## src/rtl/rst_sequencer_pkg.sv

```systemverilog
// rst_sequencer_pkg: state and reset-cause types shared by the reset sequencer files
package rst_sequencer_pkg;
  typedef enum logic [2:0] {
    StWaitLock,
    StPeriphHold,
    StCoreHold,
    StRun,
    StAssert
  } rst_seq_state_e;
  typedef enum logic [1:0] {
    RstCausePor,
    RstCauseLock,
    RstCauseBtn,
    RstCauseSw
  } rst_cause_e;
  function automatic int max3(input int a, input int b, input int c);
    return a > b ? (a > c ? a : c) : (b > c ? b : c);
  endfunction
endpackage

```

## src/rtl/rst_btn_debounce.sv

```systemverilog
// rst_btn_debounce: synchronizes the reset button and emits one pulse per qualified press
module rst_btn_debounce #(
  parameter int DebounceCycles = 1024
) (
  input  logic clk_i,
  input  logic rst_ni,
  input  logic btn_i,
  output logic pulse_o
);
  localparam int CW = $clog2(DebounceCycles + 1);
  localparam logic [CW-1:0] Target = CW'(DebounceCycles);
  localparam logic [CW-1:0] Arm = CW'(DebounceCycles - 1);
  logic [1:0] r_sync;
  logic [CW-1:0] r_cnt;
  logic r_pulse;
  logic w_btn;
  assign w_btn = r_sync[1];
  assign pulse_o = r_pulse;
  // the counter saturates at Target, so a held button never fires twice
  always_ff @(posedge clk_i or negedge rst_ni) begin
    if (!rst_ni) begin
      r_sync <= '0;
      r_cnt <= '0;
      r_pulse <= 1'b0;
    end else begin
      r_sync <= {r_sync[0], btn_i};
      r_cnt <= !w_btn ? '0 : (r_cnt == Target ? r_cnt : r_cnt + 1'b1);
      r_pulse <= w_btn && r_cnt == Arm;
    end
  end
endmodule

```

## src/rtl/rst_sequencer.sv

```systemverilog
// rst_sequencer: releases peripheral then core reset after PLL lock and records the last reset cause
module rst_sequencer
  import rst_sequencer_pkg::*;
#(
  parameter int PeriphHoldCycles = 16,
  parameter int CoreHoldCycles   = 16,
  parameter int AssertCycles     = 32,
  parameter int DebounceCycles   = 1024
) (
  input  logic       clk_sys_i,
  input  logic       rst_sys_ni,
  input  logic       pll_locked_i,
  input  logic       ext_rst_req_i,
  input  logic       sw_rst_req_i,
  output logic       rst_periph_no,
  output logic       rst_core_no,
  output logic [1:0] rst_cause_o,
  output logic       seq_busy_o
);
  localparam int CW = $clog2(max3(PeriphHoldCycles, CoreHoldCycles, AssertCycles)) + 1;
  localparam logic [CW-1:0] PLoad = CW'(PeriphHoldCycles - 1);
  localparam logic [CW-1:0] CLoad = CW'(CoreHoldCycles - 1);
  localparam logic [CW-1:0] ALoad = CW'(AssertCycles - 1);
  logic [1:0] r_lock_sync;
  logic [CW-1:0] r_cnt;
  logic r_periph_n, r_core_n, r_busy;
  rst_seq_state_e r_state, w_nxt;
  rst_cause_e r_cause, w_cause;
  logic [CW-1:0] w_load;
  logic w_lock, w_btn, w_cnt_done, w_lost, w_btn_hit, w_sw_hit;
  rst_btn_debounce #(.DebounceCycles(DebounceCycles)) u_btn (
    .clk_i  (clk_sys_i),
    .rst_ni (rst_sys_ni),
    .btn_i  (ext_rst_req_i),
    .pulse_o(w_btn)
  );
  assign w_lock = r_lock_sync[1];
  assign w_cnt_done = r_cnt == '0;
  assign w_lost = !w_lock && r_state != StWaitLock;
  assign w_btn_hit = w_btn && r_state inside {StPeriphHold, StCoreHold, StRun};
  assign w_sw_hit = sw_rst_req_i && r_state == StRun;
  assign w_load = w_nxt == StPeriphHold ? PLoad :
                  w_nxt == StCoreHold   ? CLoad :
                  w_nxt == StAssert     ? ALoad : '0;
  assign rst_periph_no = r_periph_n;
  assign rst_core_no = r_core_n;
  assign rst_cause_o = r_cause;
  assign seq_busy_o = r_busy;
  // request priority: lock loss, then button, then software
  always_comb begin
    w_nxt = r_state;
    w_cause = r_cause;
    if (w_lost) begin
      w_nxt = StWaitLock;
      w_cause = RstCauseLock;
    end else if (w_btn_hit) begin
      w_nxt = StAssert;
      w_cause = RstCauseBtn;
    end else if (w_sw_hit) begin
      w_nxt = StAssert;
      w_cause = RstCauseSw;
    end else begin
      case (r_state)
        StWaitLock:   w_nxt = w_lock ? StPeriphHold : StWaitLock;
        StPeriphHold: w_nxt = w_cnt_done ? StCoreHold : StPeriphHold;
        StCoreHold:   w_nxt = w_cnt_done ? StRun : StCoreHold;
        StAssert:     w_nxt = w_cnt_done ? StWaitLock : StAssert;
        StRun:        w_nxt = StRun;
        default:      w_nxt = StWaitLock;
      endcase
    end
  end
  // outputs decode the next state so they move on the same edge as the state
  always_ff @(posedge clk_sys_i or negedge rst_sys_ni) begin
    if (!rst_sys_ni) begin
      r_lock_sync <= '0;
      r_state <= StWaitLock;
      r_cause <= RstCausePor;
      r_cnt <= '0;
      r_periph_n <= 1'b0;
      r_core_n <= 1'b0;
      r_busy <= 1'b1;
    end else begin
      r_lock_sync <= {r_lock_sync[0], pll_locked_i};
      r_state <= w_nxt;
      r_cause <= w_cause;
      r_cnt <= w_nxt != r_state ? w_load : (w_cnt_done ? r_cnt : r_cnt - 1'b1);
      r_periph_n <= w_nxt inside {StCoreHold, StRun};
      r_core_n <= w_nxt == StRun;
      r_busy <= w_nxt != StRun;
    end
  end
endmodule
```

## config.mk

```make
export PLATFORM = sky130hd
export DESIGN_NAME = rst_sequencer
export DESIGN_NICKNAME = d
export VERILOG_FILES = /design/src/rtl/rst_sequencer_pkg.sv /design/src/rtl/rst_btn_debounce.sv /design/src/rtl/rst_sequencer.sv
export SDC_FILE = /design/constraint.sdc
export NUM_CORES = 1
export LEC_CHECK = 0
export ABC_AREA = 1
export CORE_UTILIZATION = 40
export CTS_CLUSTER_DIAMETER = 150
export DETAILED_ROUTE_END_ITERATION = 12
export GPL_TIMING_DRIVEN = 0
export PLACE_DENSITY = 0.54
export SYNTH_ARGS = -nofsm -noshare
export SYNTH_HDL_FRONTEND = slang
export SYNTH_HIERARCHICAL = 1
export SYNTH_SLANG_ARGS = --single-unit
```

## constraint.sdc

```tcl
create_clock -name clk_sys_i -period 2.1 [get_ports clk_sys_i]
set_input_delay 0.21 -clock clk_sys_i [delete_from_list [all_inputs] [get_ports clk_sys_i]]
set_output_delay 0.21 -clock clk_sys_i [all_outputs]
set_load 0.02 [all_outputs]
```

==> metrics.log, run 1 <==
[metrics] post-synth net total: 216
[metrics] Util after Layout: 49.2%
[metrics] Mapped Avg Cell Area: 7.85 sq um
[metrics] part of the Yosys area used for sequential elements: 46.3%
[metrics] peak clock frequency supported by timing: 537 MHz
[metrics] worst clock skew on the final layout: 5.59 ps
[metrics] Sinks on Clock Net: 30
[metrics] Hold WS: -37.4 ps
[metrics] warnings from Yosys: 6
[metrics] met1 usage: 19.4%
[metrics] Synth top cells by count: nand2_1 (42), dfrtp_1 (29), nor2_1 (29)
[metrics] ANT cells: 0
[metrics] slack of the critical path: 238 ps
[metrics] gpl congestion: 0.805
[metrics] clock period minus final worst setup slack: 1860 ps
[metrics] Tcrit/Tclk final: 88.7%
[metrics] placed cells: 264
[metrics] antenna violations before repair: 0
[metrics] detailed-route DRC error count: 0
[metrics] total CTS buffers: 5
[metrics] Detailed Routing Iterations Pass 1: 4
[metrics] VDD IR-drop max: 0.391 mV
[metrics] Synth area leaders: dfrtp_1 (45%), nand2_1 (9.7%), nor2_1 (6.7%), inv_1 (6.2%), nand2_2 (4.6%)
[metrics] Synth top area share: 44.6%
[metrics] outcome: finished with violations
[metrics] cell chosen for the clock root: clkbuf_8
[metrics] number of buffers added for setup after CTS: 0
[metrics] main flop type after synthesis: dfrtp_1
[metrics] area of the core: 3770 sq um
[metrics] CTS max path bufs: 2
[metrics] number of nets still failing antenna checks after routing: 0
[metrics] Arr. time, crit path: 2030 ps
[metrics] post-layout total power: 2.17 mW
[metrics] Placed Area: 1780 sq um
[metrics] worst hold-check path type: in2async
[metrics] Cell Pwr Density: 1170 nW/um^2
[metrics] violated checks: negative hold slack
[metrics] count of boundary I/O pins: 10
[metrics] transition time at the pin with the least slew margin: 678 ps
[metrics] Final #Nets: 232
[metrics] GR peak layer: met2
[metrics] GR Layer Usage met2: 28.1%
[metrics] average routed wire per standard cell: 11.0 microns
[metrics] category of the worst setup path capture point: flop
[metrics] instance count of the mapped netlist: 207
[metrics] fraction of final layout cells sized beyond drive strength 1: 15.2%
[metrics] unrepaired setup endpoints after global routing: false
[metrics] post-synthesis cell area: 1630 sq um
[metrics] number of vias after detailed routing: 1324
[metrics] clock transition at the registers of the reported paths: 60 ps
[metrics] final design area excluding fillers: 1860 sq um
[metrics] most used standard cell by instance count after synthesis: nand2_1
[metrics] effective utilization at floorplan: 43.1%
[metrics] die width: 65.7 microns
[metrics] remaining global-route overflow: 0
[metrics] routed via count divided by cell count: 4.87
[metrics] die area: 4320 sq um
[metrics] proportion of register bits with asynchronous set or reset after synthesis: 100%
[metrics] Detail Placement HPWL: 2.18 mm
[metrics] Setup TNS: 0 ps
[metrics] Critical Path Source: r_cnt[0]$_DFFE_PN0P_
[metrics] Setup CP Type: reg2reg
[metrics] launching element type of the critical path: flop
[metrics] number of global-route vias before repair: 1251
[metrics] critical register-to-register path startpoint: r_cnt[0]$_DFFE_PN0P_
[metrics] number of synthesized flops with an enable pin: 0
[metrics] fin cells: 272
[metrics] largest area contributor in the netlist: dfrtp_1
[metrics] leakage power summed over all cells: 0.958 nW
[metrics] setup violation total in the final timing report: 0
[metrics] level count of the clock H-tree: 2
[metrics] # Max-Cap Violations: 0
[metrics] clock latency reported for the late side of the worst-skew pair: 280 ps
[metrics] largest net degree at the start of global routing: 31
[metrics] biggest fanout along the worst timing path: 5
[metrics] met3 track demand over resource: 5.21%
[metrics] clock tree from TritonCTS: done
[metrics] die extent in y: 65.7 microns
[metrics] total track usage: 16.9%
[metrics] total count of max-transition violations in the final report: 0
[metrics] FF+latch count, synth: 30
[metrics] worst slack, placed: 207 ps
[metrics] wire length of the first global-routing pass: 5.40 mm
[metrics] growth of design area from synthesis to finish: 14.2%
[metrics] headroom to the max-slew limit: 54.8%
[metrics] endpoint required time on the critical path: 2270 ps
[metrics] First DRT Iteration DRCs: 50
[metrics] overall routed net length: 2.98 mm
[metrics] IO buf count: 9
[metrics] Row Count: 22
[metrics] number of failing hold endpoints at the final stage: 29
[metrics] Yosys cell types: 24
[area by class of cell]
class	instances	area (sq um)
Fill cell	367	1920
Sequential cell	30	752
Multi-Input combinational cell	145	744
Inverter	30	113
Timing Repair Buffer	9	85.1
Clock buffer	6	72.6
Tap cell	48	60.1
Buffer	2	18.8
Clock inverter	2	10.0
[sequential cells by signal, summed over array words and instances, names as in the netlist]
signal and count:
u_btn/pulse_o 1, rst_core_no 1, r_cnt 6, r_state 3, seq_busy_o 1, u_btn/r_sync 2
rst_cause_o 2, rst_periph_no 1, r_lock_sync 2, u_btn/r_cnt 11
[cells by family (layout without fill, tap and decap cells)]
family | Yosys count | after routing | share of synthesized area, %
xor gates and xnor gates | 3 | 3 | 1.62
AOI/OAI and AO/OA | 19 | 19 | 6.39
DFF | 30 | 30 | 46.3
adders and majority gates | 4 | 4 | 3.08
and+or+nand+nor | 119 | 119 | 34.6
buffers and inverters | 32 | 49 | 8.08
[critical path: stages (launching register included)]
cell	delay [ps]
dfrtp_1	380
inv_1	130
ha_1	210
nand3_1	160
nand2_1	110
nand2_2	60
nand2_2	90
nand2_1	70
nand2_2	110
nand3_2	140
nand2_2	110
nand2_1	50
nand2_1	60
nand2_1	50
[where the power goes]
part	total [mW]	switching, mW	internal [mW]	leakage, nW
Sequential	0.790	0.0968	0.694	0.387
Combinational	0.938	0.594	0.344	0.527
Clock	0.440	0.211	0.229	0.0450
Total	2.17	0.902	1.27	0.958
[cell usage in the layout (no fill, tap or decap), types with 4 or more instances in the layout]
cell type and count:
a21oi_1 7, clkbuf_8 6, clkdlybuf4s50_1 8, dfrtp_1 29, ha_1 4, inv_1 27
nand2_1 42, nand2_2 12, nand3_1 14, nand4_1 10, nor2_1 28, nor3_1 5
o21ai_0 8
[final timing paths]
path	cells past startpoint	end	slack (ps)
setup / recovery	13	r_cnt[0]$_DFFE_PN0P_	240
hold / removal	1	rst_core_no$_DFF_PN0_	-40
setup reg to reg	13	r_cnt[0]$_DFFE_PN0P_	240
hold reg to reg	0	u_btn/r_sync[1]$_DFF_PN0_	350
max in group asynchronous	1	u_btn/r_cnt[6]$_DFFE_PN0P_	1700
min in group clk_sys_i	0	u_btn/r_sync[1]$_DFF_PN0_	350
[layer usage]
| layer | share of wire (%) | routed length, microns | vias to the layer above |
|---|---|---|---|
| met5 | 0 | 0 | - |
| met4 | 2.2 | 67 | 0 |
| li1 | - | - | 694 |
| met1 | 47 | 1390 | 606 |
| met3 | 3.4 | 102 | 7 |
| met2 | 48 | 1430 | 17 |
[repair_timing]
action | 4_1_cts | 5_1_grt
hold buffers | 0 | 0
setup endpoints to repair | 0 | 2
gates resized for setup | 0 | 1
Note: power is estimated with default switching activity, not from simulation.
==> run 2: changes to the inputs <==
--- a/config.mk
+++ b/config.mk
@@ -6,11 +6,11 @@
 export NUM_CORES = 1
 export LEC_CHECK = 0
 export ABC_AREA = 1
-export CORE_UTILIZATION = 40
+export CORE_UTILIZATION = 35
 export CTS_CLUSTER_DIAMETER = 150
 export DETAILED_ROUTE_END_ITERATION = 12
 export GPL_TIMING_DRIVEN = 0
-export PLACE_DENSITY = 0.54
+export PLACE_DENSITY = 0.49
 export SYNTH_ARGS = -nofsm -noshare
 export SYNTH_HDL_FRONTEND = slang
 export SYNTH_HIERARCHICAL = 1
==> metrics.log, run 2 (synthesized netlist as in run 1, its figures left out) <==
[metrics] total track usage: 14.9% (-2.0 points)
[metrics] commonest cells after routing, fill and taps aside: nand2_1 (42), dfrtp_1 (29), nor2_1 (27)
[metrics] count of boundary I/O pins: 10 (unchanged)
[metrics] die width: 70.1 microns (+6.7%)
[metrics] total count of max-transition violations in the final report: 0 (unchanged)
[metrics] Tcrit/Tclk final: 87.3% (-1.3 points)
[metrics] effective utilization at floorplan: 36.8% (-6.3 points)
[metrics] ANT cells: 0 (unchanged)
[metrics] most common cell after layout, fill and taps aside: nand2_1
[metrics] number of buffers added for setup after CTS: 0 (unchanged)
[metrics] routed via count divided by cell count: 4.79 (-1.5%)
[metrics] outcome: finished with violations
[metrics] gpl congestion: 0.762 (-5.3%)
[metrics] number of nets still failing antenna checks after routing: 0 (unchanged)
[metrics] category of the worst setup path capture point: flop
[metrics] First DRT Iteration DRCs: 85 (+70%)
[metrics] CTS max path bufs: 2 (unchanged)
[metrics] Hold-fix buffers, CTS: 0 (unchanged)
[metrics] growth of design area from synthesis to finish: 15.6%
[metrics] average routed wire per standard cell: 11.3 microns (+2.7%)
[metrics] Multi-input gate area: 754 sq um (+1.3%)
[metrics] unrepaired setup endpoints after global routing: false
[metrics] endpoint required time on the critical path: 2270 ps (about the same)
[metrics] fraction of final layout cells sized beyond drive strength 1: 16.5% (+1.3 points)
[metrics] post-layout total power: 2.25 mW (+3.9%)
[metrics] Final #Nets: 232 (unchanged)
[metrics] clock latency reported for the late side of the worst-skew pair: 280 ps (about the same)
[metrics] Hold WS: -42.7 ps (-5.36 ps)
[metrics] worst hold-check path type: in2async
[metrics] Sinks on Clock Net: 30 (unchanged)
[metrics] detailed-route DRC error count: 0 (unchanged)
[metrics] wire length of the first global-routing pass: 5.73 mm (+6.1%)
[metrics] area of the core: 4410 sq um (+17%)
[metrics] die extent in y: 70.1 microns (+6.7%)
[metrics] Sequential Area: 752 sq um (unchanged)
[metrics] final design area excluding fillers: 1880 sq um (+1.2%)
[metrics] Row Count: 24 (+9.1%)
[metrics] Detail Placement HPWL: 2.29 mm (+5.2%)
[metrics] number of vias after detailed routing: 1323 (-0.076%)
[metrics] number of global-route vias before repair: 1305 (+4.3%)
[metrics] transition time at the pin with the least slew margin: 669 ps (-9.11 ps)
[metrics] number of gates resized after cts: 0 (unchanged)
[metrics] launching element type of the critical path: flop
[metrics] die area: 4920 sq um (+14%)
[metrics] level count of the clock H-tree: 2 (unchanged)
[metrics] violated checks: negative hold slack
[metrics] clock period minus final worst setup slack: 1830 ps (-28.3 ps)
[metrics] peak clock frequency supported by timing: 545 MHz (+1.5%)
[metrics] Cell Pwr Density: 1200 nW/um^2 (+2.6%)
[metrics] IO buf count: 9 (unchanged)
[metrics] largest net degree at the start of global routing: 31 (unchanged)
[metrics] biggest fanout along the worst timing path: 5 (unchanged)
[metrics] Util after Layout: 42.5% (-6.7 points)
[metrics] setup violation total in the final timing report: 0 (unchanged)
[metrics] clock tree from TritonCTS: done
[metrics] max FFs per register: 11 (unchanged)
[metrics] Placed Area: 1780 sq um (+0.28%)
[metrics] Setup CP Type: reg2reg
[metrics] Setup TNS: 0 ps (unchanged)
[metrics] Detailed Routing Iterations Pass 1: 4 (unchanged)
[metrics] fillers: 452 (+23%)
[metrics] # Max-Cap Violations: 0 (unchanged)
[metrics] most flop-heavy register: u_btn/r_cnt
[metrics] clock transition at the registers of the reported paths: 60 ps (about the same)
[metrics] biggest regs: u_btn/r_cnt x11, r_cnt x6, r_state x3
[metrics] number of failing hold endpoints at the final stage: 29 (unchanged)
[metrics] overall routed net length: 3.11 mm (+4.3%)
[metrics] length in cells of the worst reg-to-reg path: 13 (unchanged)
[metrics] remaining global-route overflow: 0 (unchanged)
[metrics] antenna violations before repair: 0 (unchanged)
[metrics] Arr. time, crit path: 2010 ps (-20 ps)
[metrics] VDD IR-drop max: 0.329 mV (-16%)
[metrics] leakage power summed over all cells: 0.957 nW (-0.16%)
[metrics] worst clock skew on the final layout: 5.11 ps (-0.479 ps)
[metrics] headroom to the max-slew limit: 55.4% (+0.61 points)
[metrics] total CTS buffers: 5 (unchanged)
[metrics] cell chosen for the clock root: clkbuf_8
run 2: final cells by class:
| class | count | area share (%) |
|---|---|---|
| timing repair buffer | 9 | 4.53 |
| sequential | 30 | 40.0 |
| tap | 52 | 3.46 |
| clock buffer | 8 | 4.80 |
| inverter | 30 | 6.00 |
| multi-input combinational | 145 | 40.2 |
| buffer | 2 | 0.999 |
run 2: metrics by stage:
| step | hold slack (ps) | worst slack [ps] | cells |
|---|---|---|---|
| floorplan | -85.6 | 473 | 207 |
| global placement | 334 | 150 | 268 |
| detailed placement | 338 | 174 | 268 |
| CTS | 352 | 145 | 276 |
| global route | 18.3 | 58.7 | 276 |
| finish | -42.7 | 266 | 276 |
run 2: metal layers:
layer	global-route usage (%)	up-vias	share of wire [%]
met5	0	-	0
met4	6.67	0	2.0
li1	-	696	-
met1	18.4	605	48
met3	4.47	6	3.0
met2	24.1	16	47
run 2: critical path, stage by stage, from the launching register on:
cell and delay, ps:
dfrtp_1 390, inv_2 100, ha_2 210, nand2_1 70, nor2_2 150, nand2_1 70, nand3_1 100, nand3_1 100
nand2_2 130, nand3_2 130, nand2_2 120, nand2_1 50, nand2_1 60, nand2_1 50
run 2: where the power goes:
part / internal, mW / switching (mW) / total, mW / leakage (nW)
Combinational: 0.350 / 0.625 / 0.975 / 0.525
Sequential: 0.694 / 0.103 / 0.797 / 0.387
Clock: 0.267 / 0.212 / 0.479 / 0.0455
run 2: final timing paths:
kind	from	to	slack [ps]
max in group asynchronous	rst_sys_ni	u_btn/r_cnt[6]$_DFFE_PN0P_	1700
worst min-delay path	rst_sys_ni	rst_cause_o[0]$_DFFE_PN0P_	-40
worst max-delay path	r_cnt[0]$_DFFE_PN0P_	r_cnt[1]$_DFFE_PN0P_	270
worst max register to register	r_cnt[0]$_DFFE_PN0P_	r_cnt[1]$_DFFE_PN0P_	270
min in group clk_sys_i	u_btn/r_sync[0]$_DFF_PN0_	u_btn/r_sync[1]$_DFF_PN0_	350
worst min register to register	u_btn/r_sync[0]$_DFF_PN0_	u_btn/r_sync[1]$_DFF_PN0_	350
==> run 3: changes to the inputs <==
--- a/config.mk
+++ b/config.mk
@@ -9,7 +9,6 @@
 export CORE_UTILIZATION = 35
 export CTS_CLUSTER_DIAMETER = 150
 export DETAILED_ROUTE_END_ITERATION = 12
-export GPL_TIMING_DRIVEN = 0
 export PLACE_DENSITY = 0.49
 export SYNTH_ARGS = -nofsm -noshare
 export SYNTH_HDL_FRONTEND = slang
==> metrics.log, run 3 (synthesized netlist as in run 1, its figures left out) <==
[metrics] length in cells of the worst reg-to-reg path: 13 (unchanged)
[metrics] die width: 70.1 microns (unchanged)
[metrics] post-layout total power: 2.23 mW (-0.86%)
[metrics] number of buffers added for setup after CTS: 0 (unchanged)
[metrics] First DRT Iteration DRCs: 88 (+3.5%)
[metrics] final design area excluding fillers: 1870 sq um (-0.53%)
[metrics] outcome: finished clean
[metrics] VDD IR-drop max: 0.498 mV (+52%)
[metrics] headroom to the max-slew limit: 65.6% (+10 points)
[metrics] number of gates resized after cts: 0 (unchanged)
[metrics] area of the core: 4410 sq um (unchanged)
[metrics] total count of max-transition violations in the final report: 0 (unchanged)
[metrics] total CTS buffers: 5 (unchanged)
[metrics] growth of design area from synthesis to finish: 14.9%
[metrics] clock tree from TritonCTS: done
[metrics] average routed wire per standard cell: 11.2 microns (-0.61%)
[metrics] clock period minus final worst setup slack: 1840 ps (+3.55 ps)
[metrics] cell at the slowest stage of the critical path: dfrtp_1
[metrics] Row Count: 24 (unchanged)
[metrics] number of vias after detailed routing: 1349 (+2.0%)
[metrics] total track usage: 14.8% (-0.13 points)
[metrics] count of boundary I/O pins: 10 (unchanged)
[metrics] gpl congestion: 0.790 (+3.6%)
[metrics] Cell Pwr Density: 1190 nW/um^2 (-0.33%)
[metrics] leakage power summed over all cells: 0.959 nW (+0.19%)
[metrics] largest net degree at the start of global routing: 31 (unchanged)
[metrics] Arr. time, crit path: 2000 ps (about the same)
[metrics] Sinks on Clock Net: 30 (unchanged)
[metrics] worst clock skew on the final layout: 5.07 ps (-0.0421 ps)
[metrics] Util after Layout: 42.3% (-0.23 points)
[metrics] die extent in y: 70.1 microns (unchanged)
[metrics] Setup CP Type: reg2reg
[metrics] Tcrit/Tclk final: 87.5% (+0.17 points)
[metrics] max FFs per register: 11 (unchanged)
[metrics] launching element type of the critical path: flop
[metrics] fillers: 461 (+2.0%)
[metrics] wire length of the first global-routing pass: 5.71 mm (-0.35%)
[metrics] number of failing hold endpoints at the final stage: 0 (-100%)
[metrics] antenna violations before repair: 0 (unchanged)
[metrics] Detail Placement HPWL: 2.28 mm (-0.44%)
[metrics] transition time at the pin with the least slew margin: 515 ps (-155 ps)
[metrics] endpoint required time on the critical path: 2270 ps (about the same)
[metrics] clock transition at the registers of the reported paths: 60 ps (about the same)
[metrics] number of nets still failing antenna checks after routing: 0 (unchanged)
[metrics] worst reg-to-reg setup slack: 260 ps (about the same)
[metrics] cell chosen for the clock root: clkbuf_8
[metrics] level count of the clock H-tree: 2 (unchanged)
[metrics] biggest regs: u_btn/r_cnt x11, r_cnt x6, r_state x3
[metrics] number of global-route vias before repair: 1337 (+2.5%)
[metrics] peak clock frequency supported by timing: 544 MHz (-0.19%)
[metrics] Placed Area: 1780 sq um (-0.21%)
[metrics] most common cell after layout, fill and taps aside: nand2_1
[metrics] buffers and inverters on the worst path: 1 (unchanged)
[metrics] Setup TNS: 0 ps (unchanged)
[metrics] remaining global-route overflow: 0 (unchanged)
[metrics] Detailed Routing Iterations Pass 1: 4 (unchanged)
[metrics] number of cells on the critical path: 13 (unchanged)
[metrics] cell chain of the critical path: inv_1, ha_1, nand3_1, nand2_1, nand2_2, nand2_2, nand2_1, nand2_2, nand3_2, nand2_2, nand2_1, nand2_1, nand2_1
[metrics] Hold-fix buffers, CTS: 0 (unchanged)
[metrics] setup violation total in the final timing report: 0 (unchanged)
[metrics] most flop-heavy register: u_btn/r_cnt
[metrics] commonest cells after routing, fill and taps aside: nand2_1 (42), nor2_1 (29), dfrtp_1 (29)
[metrics] placed cells: 268 (unchanged)
[metrics] effective utilization at floorplan: 36.8% (unchanged)
[metrics] Final #Nets: 232 (unchanged)
[metrics] fraction of final layout cells sized beyond drive strength 1: 14.3% (-2.2 points)
[metrics] IO buf count: 9 (unchanged)
[metrics] routed via count divided by cell count: 4.89 (+2.0%)
[metrics] worst hold-check path type: in2async
[metrics] biggest fanout along the worst timing path: 5 (unchanged)
[metrics] category of the worst setup path capture point: flop
[metrics] CP most frequent cell: nand2_1
[metrics] die area: 4920 sq um (unchanged)
[metrics] clock latency reported for the late side of the worst-skew pair: 280 ps (about the same)
[metrics] overall routed net length: 3.09 mm (-0.61%)
[metrics] ANT cells: 0 (unchanged)
[metrics] # Max-Cap Violations: 0 (unchanged)
[metrics] family with the most delay on the worst path: simple AND/OR/NAND/NOR gates
[metrics] maximum single-stage delay on the critical path: 390 ps (about the same)
[metrics] detailed-route DRC error count: 0 (unchanged)
[metrics] unrepaired setup endpoints after global routing: false
[metrics] CTS max path bufs: 2 (unchanged)
[metrics] fin cells: 276 (unchanged)
-- run 3: metrics by stage --
step	setup slack (ps)	hold slack (ps)
3_5_place_dp	256	338
5_1_grt	44.3	361
2_1_floorplan	473	-85.6
3_3_place_gp	281	334
4_1_cts	248	341
6_report	263	326
-- run 3: where the power goes --
part | switching (mW) | internal, mW | total (mW)
combinational | 0.610 | 0.355 | 0.965
sequential | 0.0969 | 0.693 | 0.790
clock | 0.213 | 0.264 | 0.477
-- run 3: final timing paths --
| check | from | endpoint |
|---|---|---|
| worst max register to register | r_cnt[1]$_DFFE_PN0P_ | r_cnt[1]$_DFFE_PN0P_ |
| worst min-delay path | rst_sys_ni | rst_cause_o[0]$_DFFE_PN0P_ |
| worst min register to register | u_btn/r_sync[0]$_DFF_PN0_ | u_btn/r_sync[1]$_DFF_PN0_ |
| worst max-delay path | r_cnt[1]$_DFFE_PN0P_ | r_cnt[1]$_DFFE_PN0P_ |
| min in group clk_sys_i | u_btn/r_sync[0]$_DFF_PN0_ | u_btn/r_sync[1]$_DFF_PN0_ |
| max in group asynchronous | rst_sys_ni | seq_busy_o$_DFF_PN1_ |
-- run 3: per-layer routing --
layer	part of all wire (%)	GRT usage (%)	vias to the layer above
li1	-	-	691
met1	45	16.5	633
met2	51	26.6	21
met3	2.6	3.03	4
met4	1.4	7.33	0
met5	0	0	-
-- run 3: layout make-up --
class / count / area, sq um / share of cell area (%)
sequential: 30 / 752 / 40.3
multi-input combinational: 145 / 742 / 39.7
inverter: 30 / 113 / 6.03
timing repair buffer: 11 / 105 / 5.63
clock buffer: 7 / 86.3 / 4.62
tap: 52 / 65.1 / 3.48
clock inverter: 1 / 5.00 / 0.268
